[src/rtl/shiftadd_mult_32_pkg.sv]
// -----------------------------------------------------------------------------
// shiftadd_mult_32_pkg
// Shared definitions for the radix-2 Booth shift/add multiplier:
//   - state_t : controller state encoding (IDLE / BUSY / DONE)
//   - WIDTH   : operand and result width (32)
//   - STEPS   : number of Booth iterations per multiply (one per multiplier bit)
//   - CNT_W   : width of the iteration counter
// -----------------------------------------------------------------------------
package shiftadd_mult_32_pkg;

    localparam int WIDTH = 32;
    localparam int STEPS = 32;
    localparam int CNT_W = 6;

    typedef enum logic [1:0] {
        ST_IDLE = 2'd0,
        ST_BUSY = 2'd1,
        ST_DONE = 2'd2
    } state_t;

endpackage

[src/rtl/shiftadd_mult_32_if.sv]
// -----------------------------------------------------------------------------
// shiftadd_mult_32_if
// Request/response bundle of the multiplier.
//   ctrl_mult       : start pulse (master -> slave)
//   data_operandA   : multiplicand, two's complement (master -> slave)
//   data_operandB   : multiplier, two's complement (master -> slave)
//   data_result     : low WIDTH bits of the signed product (slave -> master)
//   data_exception  : signed overflow of the product (slave -> master)
//   data_resultRDY  : one-cycle result-valid pulse (slave -> master)
//   busy            : operation in progress (slave -> master)
// -----------------------------------------------------------------------------
interface shiftadd_mult_32_if;
    import shiftadd_mult_32_pkg::*;

    logic             ctrl_mult;
    logic [WIDTH-1:0] data_operandA;
    logic [WIDTH-1:0] data_operandB;
    logic [WIDTH-1:0] data_result;
    logic             data_exception;
    logic             data_resultRDY;
    logic             busy;

    modport master (
        output ctrl_mult, data_operandA, data_operandB,
        input  data_result, data_exception, data_resultRDY, busy
    );

    modport slave (
        input  ctrl_mult, data_operandA, data_operandB,
        output data_result, data_exception, data_resultRDY, busy
    );
endinterface

[src/rtl/shiftadd_mult_32_step_counter.sv]
// -----------------------------------------------------------------------------
// mult_step_counter
// Iteration counter for the Booth multiplier.
//   clk      : clock, rising edge
//   srst     : synchronous active-high reset, clears the count
//   i_clear  : synchronous clear (new operation accepted)
//   i_enable : advance by one
//   o_tc     : terminal count, high while the count equals STEPS-1
// -----------------------------------------------------------------------------
module mult_step_counter
    import shiftadd_mult_32_pkg::*;
(
    input  logic clk,
    input  logic srst,
    input  logic i_clear,
    input  logic i_enable,
    output logic o_tc
);

    logic [CNT_W-1:0] r_count;

    always_ff @(posedge clk) begin
        if (srst || i_clear) begin
            r_count <= '0;
        end else if (i_enable) begin
            r_count <= r_count + CNT_W'(1);
        end
    end

    assign o_tc = (r_count == CNT_W'(STEPS - 1));

endmodule

[src/rtl/shiftadd_mult_32.sv]
// -----------------------------------------------------------------------------
// shiftadd_mult_32
// Sequential signed 32x32 multiplier using radix-2 Booth recoding, one
// multiplier bit per clock. A start accepted at edge k produces a one-cycle
// data_resultRDY pulse during the cycle after edge k+33.
//   clock : clock, rising edge
//   reset : synchronous active-high reset (wins over ctrl_mult)
//   bus   : shiftadd_mult_32_if.slave (start, operands, result, flags, busy)
// -----------------------------------------------------------------------------
module shiftadd_mult_32 #(
    parameter int WIDTH = 32
) (
    input  logic              clock,
    input  logic              reset,
    shiftadd_mult_32_if.slave bus
);
    import shiftadd_mult_32_pkg::*;

    localparam int ACC_W = 2 * WIDTH;

    state_t             r_state;
    logic [ACC_W-1:0]   r_acc;
    logic [ACC_W-1:0]   r_mcand;     // sign-extended multiplicand, shifted left each step
    logic [WIDTH-1:0]   r_mplier;    // multiplier, shifted right so bit 0 is the current bit
    logic               r_prev;      // previously consumed multiplier bit
    logic [WIDTH-1:0]   r_result;
    logic               r_exc;
    logic               r_rdy;
    logic               r_busy;

    logic               w_start;
    logic               w_cnt_en;
    logic               w_cnt_tc;
    logic [1:0]         w_pair;
    logic [ACC_W-1:0]   w_acc_step;
    logic               w_ovf;

    assign w_start  = bus.ctrl_mult;
    // A start in any state (including mid-BUSY) restarts the count, so the
    // counter only advances on BUSY cycles that are not being restarted.
    assign w_cnt_en = (r_state == ST_BUSY) && !w_start;

    mult_step_counter u_step_counter (
        .clk      (clock),
        .srst     (reset),
        .i_clear  (w_start),
        .i_enable (w_cnt_en),
        .o_tc     (w_cnt_tc)
    );

    // Booth pair {current bit, previous bit}: 01 adds, 10 subtracts.
    // Full 64-bit arithmetic keeps the subtract exact for 0x80000000.
    assign w_pair = {r_mplier[0], r_prev};

    always_comb begin
        w_acc_step = r_acc;
        case (w_pair)
            2'b01:   w_acc_step = r_acc + r_mcand;
            2'b10:   w_acc_step = r_acc - r_mcand;
            default: w_acc_step = r_acc;
        endcase
    end

    // Overflow: the upper half is not the sign-extension of the lower half.
    assign w_ovf = (r_acc[ACC_W-1:WIDTH] != {WIDTH{r_acc[WIDTH-1]}});

    always_ff @(posedge clock) begin
        if (reset) begin
            r_state  <= ST_IDLE;
            r_acc    <= '0;
            r_mcand  <= '0;
            r_mplier <= '0;
            r_prev   <= 1'b0;
            r_result <= '0;
            r_exc    <= 1'b0;
            r_rdy    <= 1'b0;
            r_busy   <= 1'b0;
        end else begin
            r_rdy <= 1'b0;

            // DONE publishes the result even if a new start arrives in the
            // same cycle; the start is then accepted below.
            if (r_state == ST_DONE) begin
                r_rdy    <= 1'b1;
                r_result <= r_acc[WIDTH-1:0];
                r_exc    <= w_ovf;
            end

            if (w_start) begin
                r_state  <= ST_BUSY;
                r_busy   <= 1'b1;
                r_acc    <= '0;
                r_mcand  <= {{WIDTH{bus.data_operandA[WIDTH-1]}}, bus.data_operandA};
                r_mplier <= bus.data_operandB;
                r_prev   <= 1'b0;
            end else begin
                case (r_state)
                    ST_BUSY: begin
                        r_acc    <= w_acc_step;
                        r_mcand  <= {r_mcand[ACC_W-2:0], 1'b0};
                        r_mplier <= {1'b0, r_mplier[WIDTH-1:1]};
                        r_prev   <= r_mplier[0];
                        if (w_cnt_tc) begin
                            r_state <= ST_DONE;
                        end
                    end
                    ST_DONE: begin
                        r_state <= ST_IDLE;
                        r_busy  <= 1'b0;
                    end
                    default: begin
                        r_state <= ST_IDLE;
                        r_busy  <= 1'b0;
                    end
                endcase
            end
        end
    end

    assign bus.data_result    = r_result;
    assign bus.data_exception = r_exc;
    assign bus.data_resultRDY = r_rdy;
    assign bus.busy           = r_busy;

endmodule

[src/flat_wrapper.sv]
// flat-port wrapper written by rule: the top's interface ports become plain ports
module shiftadd_mult_32_flat import shiftadd_mult_32_pkg::*;
#(
    parameter int WIDTH = 32
)
  (clock, reset, bus_ctrl_mult, bus_data_operandA, bus_data_operandB, bus_data_result, bus_data_exception, bus_data_resultRDY, bus_busy);
  shiftadd_mult_32_if bus_i ();
  input  logic clock;
  input  logic reset;
  input wire logic [$bits(bus_i.ctrl_mult)-1:0] bus_ctrl_mult;
  input wire logic [$bits(bus_i.data_operandA)-1:0] bus_data_operandA;
  input wire logic [$bits(bus_i.data_operandB)-1:0] bus_data_operandB;
  output wire logic [$bits(bus_i.data_result)-1:0] bus_data_result;
  output wire logic [$bits(bus_i.data_exception)-1:0] bus_data_exception;
  output wire logic [$bits(bus_i.data_resultRDY)-1:0] bus_data_resultRDY;
  output wire logic [$bits(bus_i.busy)-1:0] bus_busy;
  assign bus_i.ctrl_mult = bus_ctrl_mult;
  assign bus_i.data_operandA = bus_data_operandA;
  assign bus_i.data_operandB = bus_data_operandB;
  assign bus_data_result = bus_i.data_result;
  assign bus_data_exception = bus_i.data_exception;
  assign bus_data_resultRDY = bus_i.data_resultRDY;
  assign bus_busy = bus_i.busy;
  shiftadd_mult_32 #(.WIDTH(WIDTH)) u_core (.clock(clock), .reset(reset), .bus(bus_i));
endmodule
[config.mk]
export PLATFORM = sky130hd
export DESIGN_NAME = shiftadd_mult_32_flat
export DESIGN_NICKNAME = d
export VERILOG_FILES = /design/src/rtl/shiftadd_mult_32_pkg.sv /design/src/rtl/shiftadd_mult_32_if.sv /design/src/rtl/shiftadd_mult_32_step_counter.sv /design/src/rtl/shiftadd_mult_32.sv /design/src/flat_wrapper.sv
export SDC_FILE = /design/constraint.sdc
export NUM_CORES = 1
export LEC_CHECK = 0
export CORE_MARGIN = 2
export CORE_UTILIZATION = 50
export DETAILED_ROUTE_END_ITERATION = 7
export DONT_BUFFER_PORTS = 1
export GPL_ROUTABILITY_DRIVEN = 1
export HOLD_SLACK_MARGIN = 0.1
export PLACE_DENSITY = 0.71
export REMOVE_ABC_BUFFERS = 1
export SETUP_SLACK_MARGIN = 0.15
export SLEW_MARGIN = 0
export SYNTH_ARGS = -nofsm -noshare
export SYNTH_HDL_FRONTEND = slang
export SYNTH_SLANG_ARGS = --single-unit
export TNS_END_PERCENT = 1
[constraint.sdc]
create_clock -name clock -period 4.4 [get_ports clock]
set_clock_uncertainty 0.15 [all_clocks]
set_input_delay 0.22 -clock clock [delete_from_list [all_inputs] [get_ports clock]]
set_output_delay 0.22 -clock clock [all_outputs]
set_load 0.01 [all_outputs]
==> results of run 1 <==
placed cells by master, fill, tap and decap left out, drive strengths merged, types with 21 or more instances in the layout:
cell         instances
a21o                36
a21oi              311
a31oi               59
buf                234
clkbuf              32
dfxtp              204
dlygate4sd3         98
ha                  66
inv                 41
nand2              405
nand3               31
nand4               21
nor2               166
nor3                31
o21ai               51
xnor2               94
xor2                24
worst max path at each step:
| stage | to |
|---|---|
| final | u_core.r_acc[57]$_SDFFE_PP0P_ |
| after global placement | u_core.r_acc[61]$_SDFFE_PP0P_ |
| after global routing | u_core.r_acc[57]$_SDFFE_PP0P_ |
| after CTS | u_core.r_acc[43]$_SDFFE_PP0P_ |
| after floorplan | u_core.r_acc[63]$_SDFFE_PP0P_ |
| after detailed placement | u_core.r_acc[49]$_SDFFE_PP0P_ |
Yosys cell counts (all sizes together) (7+ instances only):
cell	number	area, sq um
a211oi	14	105
a21o	36	270
a21oi	311	1560
a31oi	59	369
and3	15	93.8
buf	12	57.6
clkbuf	104	390
dfxtp	204	4080
ha	66	826
inv	40	150
nand2	405	1520
nand2b	7	43.8
nand3	31	160
nand4	21	131
nor2	166	631
nor2b	13	81.3
nor3	31	155
nor4	15	145
o21a	7	52.6
o21ai	51	255
o21bai	15	113
or3	9	56.3
or4	8	67.6
xnor2	94	823
xor2	24	210
routing by layer:
layer | up-vias | share of wire [%] | GRT usage (%)
met4 | 0 | 3.0 | 9.60
met2 | 521 | 46 | 50.2
met3 | 100 | 8.8 | 6.83
li1 | 6838 | - | -
met5 | - | 0 | 0
met1 | 6609 | 43 | 40.7
per-stage QoR:
stage,worst slack (ns),setup TNS [ns],cell area (sq um),util (%)
2_1_floorplan,-2.54,-95.09,12500,-
3_3_place_gp,-0.507,-4.67,14600,57.8
3_5_place_dp,-0.678,-7.01,14600,57.8
4_1_cts,-0.184,-1.45,16900,66.6
5_1_grt,-0.528,-7.57,17100,67.6
6_report,-0.302,-2.60,17100,67.6
final cells by class:
class                           instances  area, sq um
Antenna cell                            1         2.50
Clock buffer                           32          702
Clock inverter                         11          248
Fill cell                            2062         8200
Inverter                               41          154
Multi-Input combinational cell       1465         8750
Sequential cell                       204         4090
Tap cell                              330          413
Timing Repair Buffer                  332         2770
what timing repair did:
item | in CTS | in global routing
hold buffers | 98 | 0
setup endpoints to repair | 29 | 38
setup buffers | 4 | 8
gates cloned | 0 | 0
hold endpoints to repair | 148 | 0
resized for setup | 58 | 45
pin swaps | 20 | 43
report_power, final:
part	switching (mW)	internal (mW)
Combinational	0.645	0.566
Clock	0.859	1.53
Sequential	0.0686	1.91
Total	1.57	4.01
registers in the layout (all words and copies together), names as in the netlist:
signal,cells
u_core.bus.busy,1
u_core.bus.data_exception,1
u_core.r_state,2
u_core.r_mplier,32
u_core.bus.data_resultRDY,1
u_core.bus.data_result,32
u_core.u_step_counter.r_count,6
u_core.r_acc,64
u_core.r_prev,1
u_core.r_mcand,64
cell families (layout without fill, tap and decap cells):
family	Yosys count	in the layout	share of synthesized area, %
flops	204	204	31.5
other cells	0	1	0
mux	3	3	0.232
buf+inv	157	416	4.65
xor+xnor	118	118	7.98
simple gates	741	741	25.1
fa+ha+maj	67	67	6.53
compound gates	536	536	24.0
==> results.json, run 1 <==
{
  "outcome": "finished with violations",
  "violations": "negative setup slack",
  "worstPathCellList": "or4_4 > nor4_4 > buf_4 > buf_4 > and3_4 > nor2b_4 > buf_6 > nor2_1 > xnor2_1 > ha_1 > a21o_1 > a221o_1 > a21oi_2 > a31oi_4 > a21oi_2 > a21boi_4 > o31ai_2 > buf_4 > buf_4 > a221oi_2 > xor2_1 > o21ai_1",
  "die_w_um": 165,
  "gr-usage-all-layers_pct": 30.9,
  "reg2reg_to": "u_core.r_acc[57]$_SDFFE_PP0P_",
  "die_y_um": 165,
  "path_delay_family": "compound AO/OA/AOI/OAI gates",
  "grt_setup_unrepaired": "yes",
  "ff2ff_path_depth": 22,
  "p_per_area_mw_per_mm2": 326,
  "hold_depth": 2,
  "clockBufferDepth": 3,
  "endpoint_kind": "register",
  "wl_per_cell_um": 17.7,
  "cp-start-kind": "register",
  "syn_to_final_growth_pct": 32.3,
  "vias_per_cell": 5.82,
  "worstPathMaxFanout": 4,
  "die_area_sq_mm": 0.0272,
  "crit_start": "u_core.r_mcand[7]$_SDFFE_PP0P_",
  "dr.pass1.iters": 5,
  "cts.sinks": 204,
  "pin_count": 102,
  "start_util_pct": 51.1,
  "synth_edf_count": 0,
  "path_buf_inv": 5,
  "crit_slowest_cell": "or4_4",
  "grt_max_degree": 129,
  "crit_cells": 22,
  "p_total_mw": 5.58,
  "yosysWarnings": 0,
  "cp.arrival_ns": 4.96,
  "period_minus_slack_ns": 4.70,
  "grt_overflow": 0,
  "async_flop_share_pct": 0,
  "fin_crit_sh_pct": 107,
  "drc": 0,
  "cts_root_buf": "clkbuf_16",
  "rrSetupSlack_ns": -0.30,
  "hold_viol_final": 0,
  "avgSynthCellArea_sq_um": 7.09,
  "worst_slew_pin_slew_ns": 1.25,
  "hold_ws_ns": 0.134,
  "timing.fmax_ghz": 0.213,
  "ys_ff_latch": 204,
  "cpMostUsedCell": "buf_4",
  "drt_iter0_drc": 1024,
  "slew_headroom_pct": 16.7,
  "cts-buffers-inserted": 25,
  "path_class": "reg2reg",
  "core_area_sq_mm": 0.0253,
  "irDropWorstVdd_v": 0.000309,
  "grt_pass1_vias": 13400,
  "drv_cap": 0,
  "leakage_nw": 7.09,
  "reg2reg_from": "u_core.r_mcand[7]$_SDFFE_PP0P_",
  "slowest_delay_ns": 0.55,
  "synth_cell_type_count": 67,
  "hold_path_end": "u_core.r_mplier[8]$_SDFFE_PP0P_",
  "ys_seq_area_share_pct": 31.5,
  "synthFlopType": "dfxtp_1",
  "slew_viol_final": 0,
  "synth_cells": 1826,
  "antenna_found_initial": 1,
  "nets": 2203,
  "fin_cells": 2416,
  "cts_tree": "done",
  "wl_um": 42800,
  "vias": 14100,
  "clkLatencyLatePin_ns": 0.55,
  "row_count": 58,
  "hp-start": "reset",
  "place_inst": 2262,
  "dpl.hpwl_um": 28300,
  "place_congestion": 1.00,
  "layout-drive-gt1-share_pct": 18.0,
  "setup_viol": 16,
  "ant_nets": 0,
  "cts_max_level": 1,
  "fin_ws_ns": -0.302,
  "clkTransAtPathRegs_ns": 0.06,
  "port_buffers": 0,
  "hp-class": "in2reg",
  "crit_required_ns": 4.66,
  "synthesis.area_sq_mm": 0.0129,
  "grt_pass1_wl_um": 67700
}
No activity file was read; power rests on OpenSTA's default activity.
==> inputs of run 2 (changes only) <==
--- a/config.mk
+++ b/config.mk
@@ -11,7 +11,7 @@
 export DONT_BUFFER_PORTS = 1
 export GPL_ROUTABILITY_DRIVEN = 1
 export HOLD_SLACK_MARGIN = 0.1
-export PLACE_DENSITY = 0.71
+export PLACE_DENSITY = 0.68
 export REMOVE_ABC_BUFFERS = 1
 export SETUP_SLACK_MARGIN = 0.15
 export SLEW_MARGIN = 0
==> constraint.sdc (replaced) <==
create_clock -name clock -period 4.7 [get_ports clock]
set_clock_uncertainty 0.15 [all_clocks]
set_input_delay 0.235 -clock clock [delete_from_list [all_inputs] [get_ports clock]]
set_output_delay 0.235 -clock clock [all_outputs]
set_load 0.01 [all_outputs]
==> run 2 against run 1 <==
  * The run now ends clean
  * Maximum frequency up 1.4%
  * Sequential share of layout area up 0.97 points
  * Cell count down 2.9%
  * Wire length down 3.5%
  * Setup slack better by 0.36 ns
  * First-iteration DRC count up 4.0%
  * Hold slack better by 0.12 ns
  * Critical path depth down 3
  * Die area unchanged
  * Global-route usage down 0.71 points
  * Largest power group unchanged
  * Highest routed layer unchanged
==> results.json, run 2 (synthesis gave the netlist of run 1 again) <==
{
  "place_congestion": 0.910,
  "grt_max_degree": 104,
  "switchingPower_mw": 1.48,
  "worstPathMaxFanout": 4,
  "dpl.hpwl_um": 27500,
  "path_class": "reg2reg",
  "vias": 13500,
  "cts-buffers-inserted": 25,
  "layout-drive-gt1-share_pct": 14.5,
  "p_comb_share_pct": 22.3,
  "drc": 0,
  "endpoint_kind": "register",
  "cp.arrival_ns": 4.92,
  "fin_crit_sh_pct": 98.7,
  "nets": 2132,
  "p_per_area_mw_per_mm2": 303,
  "cts_root_buf": "clkbuf_16",
  "slew_viol_final": 0,
  "die_w_um": 165,
  "place_inst": 2180,
  "fin_cells": 2346,
  "swShare_pct": 29.7,
  "crit_start": "u_core.r_mcand[29]$_SDFFE_PP0P_",
  "period_minus_slack_ns": 4.64,
  "grt_pass1_vias": 13200,
  "clkLatencyLatePin_ns": 0.53,
  "vias_per_cell": 5.77,
  "cts_tree": "done",
  "gr-usage-all-layers_pct": 30.1,
  "drv_cap": 0,
  "place_ws_ns": -0.142,
  "row_count": 58,
  "top_regs": "u_core.r_acc: 64 flops, u_core.r_mcand: 64 flops",
  "pin_count": 102,
  "timing.fmax_ghz": 0.216,
  "ff2ff_path_depth": 19,
  "wl_um": 41300,
  "multiInputGateArea_sq_mm": 0.00865,
  "rrSetupSlack_ns": 0.06,
  "grt_pass1_wl_um": 66700,
  "layout_common_cells": "nand2_1 (400), a21oi_1 (300), dfxtp_1 (202)",
  "irDropWorstVdd_v": 0.000316,
  "internal_power_mw": 3.50,
  "reg2reg_from": "u_core.r_mcand[29]$_SDFFE_PP0P_",
  "port_buffers": 0,
  "clkTransAtPathRegs_ns": 0.06,
  "dr.pass1.iters": 7,
  "ant_nets": 0,
  "drt_iter0_drc": 1065,
  "outcome": "completed",
  "register_area_sq_mm": 0.00409,
  "setup_viol": 0,
  "cts.sinks": 204,
  "slew_headroom_pct": 27.5,
  "crit_end": "u_core.r_acc[62]$_SDFFE_PP0P_",
  "antenna_cells": 0,
  "crit_required_ns": 4.98,
  "clockBufferDepth": 3,
  "start_util_pct": 51.1,
  "die_y_um": 165,
  "power_frac_clock_pct": 40.4,
  "fin_ws_ns": 0.0618,
  "grt_overflow": 0,
  "worst_slew_pin_slew_ns": 1.08,
  "hp-class": "in2reg",
  "final_common_cell": "nand2_1",
  "leakage_nw": 6.53,
  "antenna_found_initial": 0,
  "cts_max_level": 1,
  "die_area_sq_mm": 0.0272,
  "reg2reg_to": "u_core.r_acc[62]$_SDFFE_PP0P_",
  "cp-start-kind": "register",
  "hold_viol_final": 0,
  "core_area_sq_mm": 0.0253,
  "grt_setup_unrepaired": "yes",
  "seqPwrFrac_pct": 37.3,
  "wl_per_cell_um": 17.6,
  "syn_to_final_growth_pct": 27.1,
  "num-fill-cells": 2185
}
-- run 2: worst min path at each step --
| stage | end | cells past startpoint | from | slack [ns] |
|---|---|---|---|---|
| detailed placement | u_core.r_mplier[8]$_SDFFE_PP0P_ | 1 | reset | 0.17 |
| CTS | u_core.r_mplier[26]$_SDFFE_PP0P_ | 3 | bus_ctrl_mult | 0.22 |
| global route | u_core.r_mcand[3]$_SDFFE_PP0P_ | 3 | bus_data_operandA[3] | 0.26 |
| floorplan | u_core.bus.data_exception$_SDFFE_PP0P_ | 1 | reset | 0.15 |
| global placement | u_core.r_mplier[10]$_SDFFE_PP0P_ | 1 | reset | 0.17 |
| finish | u_core.r_mplier[25]$_SDFFE_PP0P_ | 3 | bus_data_operandB[25] | 0.25 |
-- run 2: routing by layer --
metal | up-vias | track usage [%] | wire length [um]
li1 | 6692 | - | -
met1 | 6395 | 40.8 | 19000
met2 | 386 | 50.7 | 19300
met3 | 64 | 4.34 | 2290
met4 | 0 | 7.08 | 799
met5 | - | 0 | 0
-- run 2: stage by stage --
stage | power, mW | TNS (ns) | area (sq um) | hold WS [ns] | utilization [%]
final | 4.98 | 0 | 16500 | 0.252 | 65.0
after detailed placement | 2.82 | -0.812 | 14000 | 0.166 | 55.3
after global routing | 5.19 | -1.13 | 16500 | 0.258 | 65.0
after CTS | 4.97 | 0 | 16300 | 0.219 | 64.4
after global placement | 2.81 | -0.306 | 14000 | 0.165 | 55.3
after floorplan | 2.49 | -76.99 | 12500 | 0.154 | -
-- run 2: repair_timing --
item	in CTS	in global routing
pin swaps	40	33
endpoints found under the setup margin	17	24
hold endpoints to repair	148	0
setup buffers	9	7
resized for setup	62	27
hold buffers	105	0
-- run 2: worst max-delay path, stage by stage, from the launching register on --
cell and delay [ns]:
dfxtp_2 0.32, or4_4 0.55, nor4_4 0.15, buf_4 0.18, nand4b_4 0.14, buf_4 0.17, o31ai_2 0.25, xor2_1 0.10
buf_4 0.16, ha_1 0.35, buf_4 0.16, o21ai_0 0.09, a21oi_1 0.17, a21o_1 0.17, a21o_1 0.12, a31o_2 0.15
a21oi_4 0.07, o221a_2 0.26, or4_4 0.54, o311ai_2 0.27
-- run 2: final cells by class --
| type | count | share of cell area, % |
|---|---|---|
| clock buffers | 34 | 4.49 |
| clock inverters | 11 | 0.768 |
| inverters | 41 | 0.935 |
| multi-input cells | 1465 | 52.6 |
| flip-flops and latches | 204 | 24.8 |
| well taps | 330 | 2.51 |
| repair buffers | 261 | 13.9 |
-- run 2: power groups by stage --
stage / sequential [mW] / combinational [mW] / clock (mW)
floorplan: 1.88 / 0.613 / 0
global placement: 1.89 / 0.924 / 0
detailed placement: 1.89 / 0.934 / 0
CTS: 1.85 / 1.08 / 2.04
global route: 1.86 / 1.21 / 2.11
finish: 1.86 / 1.11 / 2.02
==> inputs of run 3 (changes only) <==
--- a/config.mk
+++ b/config.mk
@@ -5,16 +5,15 @@
 export SDC_FILE = /design/constraint.sdc
 export NUM_CORES = 1
 export LEC_CHECK = 0
-export CORE_MARGIN = 2
+export CORE_MARGIN = 1.5
 export CORE_UTILIZATION = 50
 export DETAILED_ROUTE_END_ITERATION = 7
 export DONT_BUFFER_PORTS = 1
 export GPL_ROUTABILITY_DRIVEN = 1
 export HOLD_SLACK_MARGIN = 0.1
 export PLACE_DENSITY = 0.68
-export REMOVE_ABC_BUFFERS = 1
 export SETUP_SLACK_MARGIN = 0.15
-export SLEW_MARGIN = 0
+export SLEW_MARGIN = 20
 export SYNTH_ARGS = -nofsm -noshare
 export SYNTH_HDL_FRONTEND = slang
 export SYNTH_SLANG_ARGS = --single-unit
==> run 3 against run 2 <==
  * The run now ends with negative setup slack left
  * Count of clock-buffer cells in the layout shrank 5
  * Final area shrank 3.0%
  * First-iteration DRC count grew 19%
  * Largest cell class unchanged
  * Largest power group unchanged
  * Highest routed layer unchanged
==> results.json, run 3 (synthesis gave the netlist of run 1 again) <==
{
  "fin_util_pct": 63.0,
  "antenna_cells": 0,
  "die_y_um": 164,
  "worst_slew_pin_slew_ns": 1.06,
  "place_ws_ns": -0.0804,
  "reg2reg_to": "u_core.r_acc[62]$_SDFFE_PP0P_",
  "met2WireLength_um": 17400,
  "dr.pass1.iters": 6,
  "pin_count": 102,
  "register_area_sq_mm": 0.00409,
  "die_w_um": 164,
  "num-fill-cells": 2201,
  "grt_max_degree": 121,
  "hp-class": "in2reg",
  "fin_ws_ns": -0.0262,
  "hold_depth": 3,
  "reg2reg_from": "u_core.r_mcand[10]$_SDFFE_PP0P_",
  "cp-start-kind": "register",
  "start_util_pct": 51.1,
  "fin_tns_setup_ns": -0.0262,
  "place_area_sq_mm": 0.0139,
  "timing.fmax_ghz": 0.212,
  "clkTransAtPathRegs_ns": 0.06,
  "wl_met3_um": 3400,
  "cts.sinks": 204,
  "layout_common_cells": "nand2_1 (402), a21oi_1 (300), dfxtp_1 (203)",
  "die_area_sq_mm": 0.0269,
  "place_congestion": 0.904,
  "slew_viol_final": 0,
  "cts-buffers-inserted": 23,
  "rrSetupSlack_ns": -0.03,
  "ant_nets": 0,
  "hold_path_end": "u_core.r_mcand[11]$_SDFFE_PP0P_",
  "leakage_nw": 6.28,
  "worstPathMaxFanout": 4,
  "path_class": "reg2reg",
  "clkLatencyLatePin_ns": 0.52,
  "period_minus_slack_ns": 4.73,
  "hold_ws_ns": 0.258,
  "wl_um": 39300,
  "syn-num-nets": 1960,
  "cts_tree": "done",
  "drc": 0,
  "hold_viol_final": 0,
  "nets": 2086,
  "irDropWorstVdd_v": 0.000339,
  "vias": 13400,
  "cts_root_buf": "clkbuf_16",
  "slew_headroom_pct": 29.2,
  "row_count": 58,
  "worstPathCellList": "or4_4 > nor4_4 > buf_4 > nand2_1 > nor2_1 > nor2_1 > xnor2_1 > ha_1 > buf_4 > nand2_1 > nor2_2 > and3b_1 > o211ai_1 > a31oi_2 > a31o_2 > a21oi_2 > o221a_2 > or4_4 > o311ai_2",
  "grt_pass1_vias": 12600,
  "grt_overflow": 0,
  "wl_per_cell_um": 17.1,
  "core_area_sq_mm": 0.0253,
  "vias_per_cell": 5.84,
  "top_regs": "u_core.r_acc: 64 flops, u_core.r_mcand: 64 flops",
  "multiInputGateArea_sq_mm": 0.00865,
  "grt_setup_unrepaired": "yes",
  "hp-start": "bus_data_operandA[11]",
  "ff2ff_path_depth": 19,
  "drt_iter0_drc": 1264,
  "port_buffers": 0,
  "violations": "negative setup slack",
  "met1Wirelength_um": 17800,
  "dpl.hpwl_um": 26800,
  "layout-drive-gt1-share_pct": 13.6,
  "endpoint_kind": "register",
  "gr-usage-all-layers_pct": 28.8,
  "cp.arrival_ns": 4.99,
  "grt_pass1_wl_um": 63100,
  "place_inst": 2161,
  "crit_required_ns": 4.97,
  "outcome": "finished with violations",
  "p_total_mw": 4.87,
  "fin_crit_sh_pct": 101,
  "fin_cells": 2298,
  "slowest_delay_ns": 0.55,
  "p_per_area_mw_per_mm2": 305,
  "setup_viol": 1,
  "drv_cap": 0,
  "final_area_sq_mm": 0.0160,
  "cts_max_level": 1,
  "clockBufferDepth": 3,
  "top_layer_used": "met4",
  "final_common_cell": "nand2_1",
  "antenna_found_initial": 0,
  "crit_slowest_cell": "or4_4",
  "syn_to_final_growth_pct": 23.3
}
run 3: cell types whose count changed in the layout (fill, tap and decap cells not counted), sizes merged:
cell / change
clkbuf: -5
buf: -18
clkinvlp: -2
bufinv: +2
clkinv: +2
inv: -1
dlygate4sd3: -26
run 3: how the worst max path moves through the flow:
stage                                          startpoint                            end  slack, ns  cells after the start
after global routing      u_core.r_mcand[10]$_SDFFE_PP0P_  u_core.r_acc[62]$_SDFFE_PP0P_      -0.21                     19
after detailed placement   u_core.r_mcand[7]$_SDFFE_PP0P_  u_core.r_acc[61]$_SDFFE_PP0P_      -0.08                     19
after global placement     u_core.r_mcand[7]$_SDFFE_PP0P_  u_core.r_acc[57]$_SDFFE_PP0P_       0.06                     19
after CTS                 u_core.r_mcand[10]$_SDFFE_PP0P_  u_core.r_acc[62]$_SDFFE_PP0P_       0.03                     18
final                     u_core.r_mcand[10]$_SDFFE_PP0P_  u_core.r_acc[62]$_SDFFE_PP0P_      -0.03                     19
after floorplan            u_core.r_mcand[7]$_SDFFE_PP0P_  u_core.r_acc[61]$_SDFFE_PP0P_       0.14                     19
run 3: what timing repair did:
item                                   CTS  global route
pin swaps                               22            32
resized for setup                       22            57
hold buffers                            79             0
endpoints found under the hold margin  142             0
buffers inserted                         9             8
setup endpoints to repair               14            24
run 3: layout make-up:
cell class / instances / share of cell area, %
Clock buffer: 29 / 3.94
Timing Repair Buffer: 217 / 11.7
Tap cell: 330 / 2.59
Inverter: 41 / 0.964
Multi-Input combinational cell: 1465 / 54.2
Sequential cell: 204 / 25.6
Clock inverter: 12 / 1.06
run 3: metal layers:
layer / track usage, % / vias to the layer above
met2: 46.6 / 484
li1: - / 6588
met5: 0 / -
met3: 5.61 / 54
met1: 39.7 / 6295
met4: 6.16 / 0
run 3: critical path, delay by kind of cell (launching register included):
kind | cells | cell delay [ns]
AO/OA/AOI/OAI | 6 | 1.33
XOR/XNOR | 1 | 0.13
adder cells (fa/ha/maj) | 1 | 0.36
buffers and inverters | 2 | 0.33
flip-flops | 1 | 0.32
AND/OR/NAND/NOR | 9 | 1.99
run 3: power by group:
| part | leakage, nW | switching [mW] | internal, mW | total, mW |
|---|---|---|---|---|
| combinational | 4.22 | 0.615 | 0.468 | 1.08 |
| sequential | 1.67 | 0.0688 | 1.79 | 1.86 |
| clock | 0.389 | 0.761 | 1.17 | 1.93 |
| total | 6.28 | 1.44 | 3.42 | 4.87 |
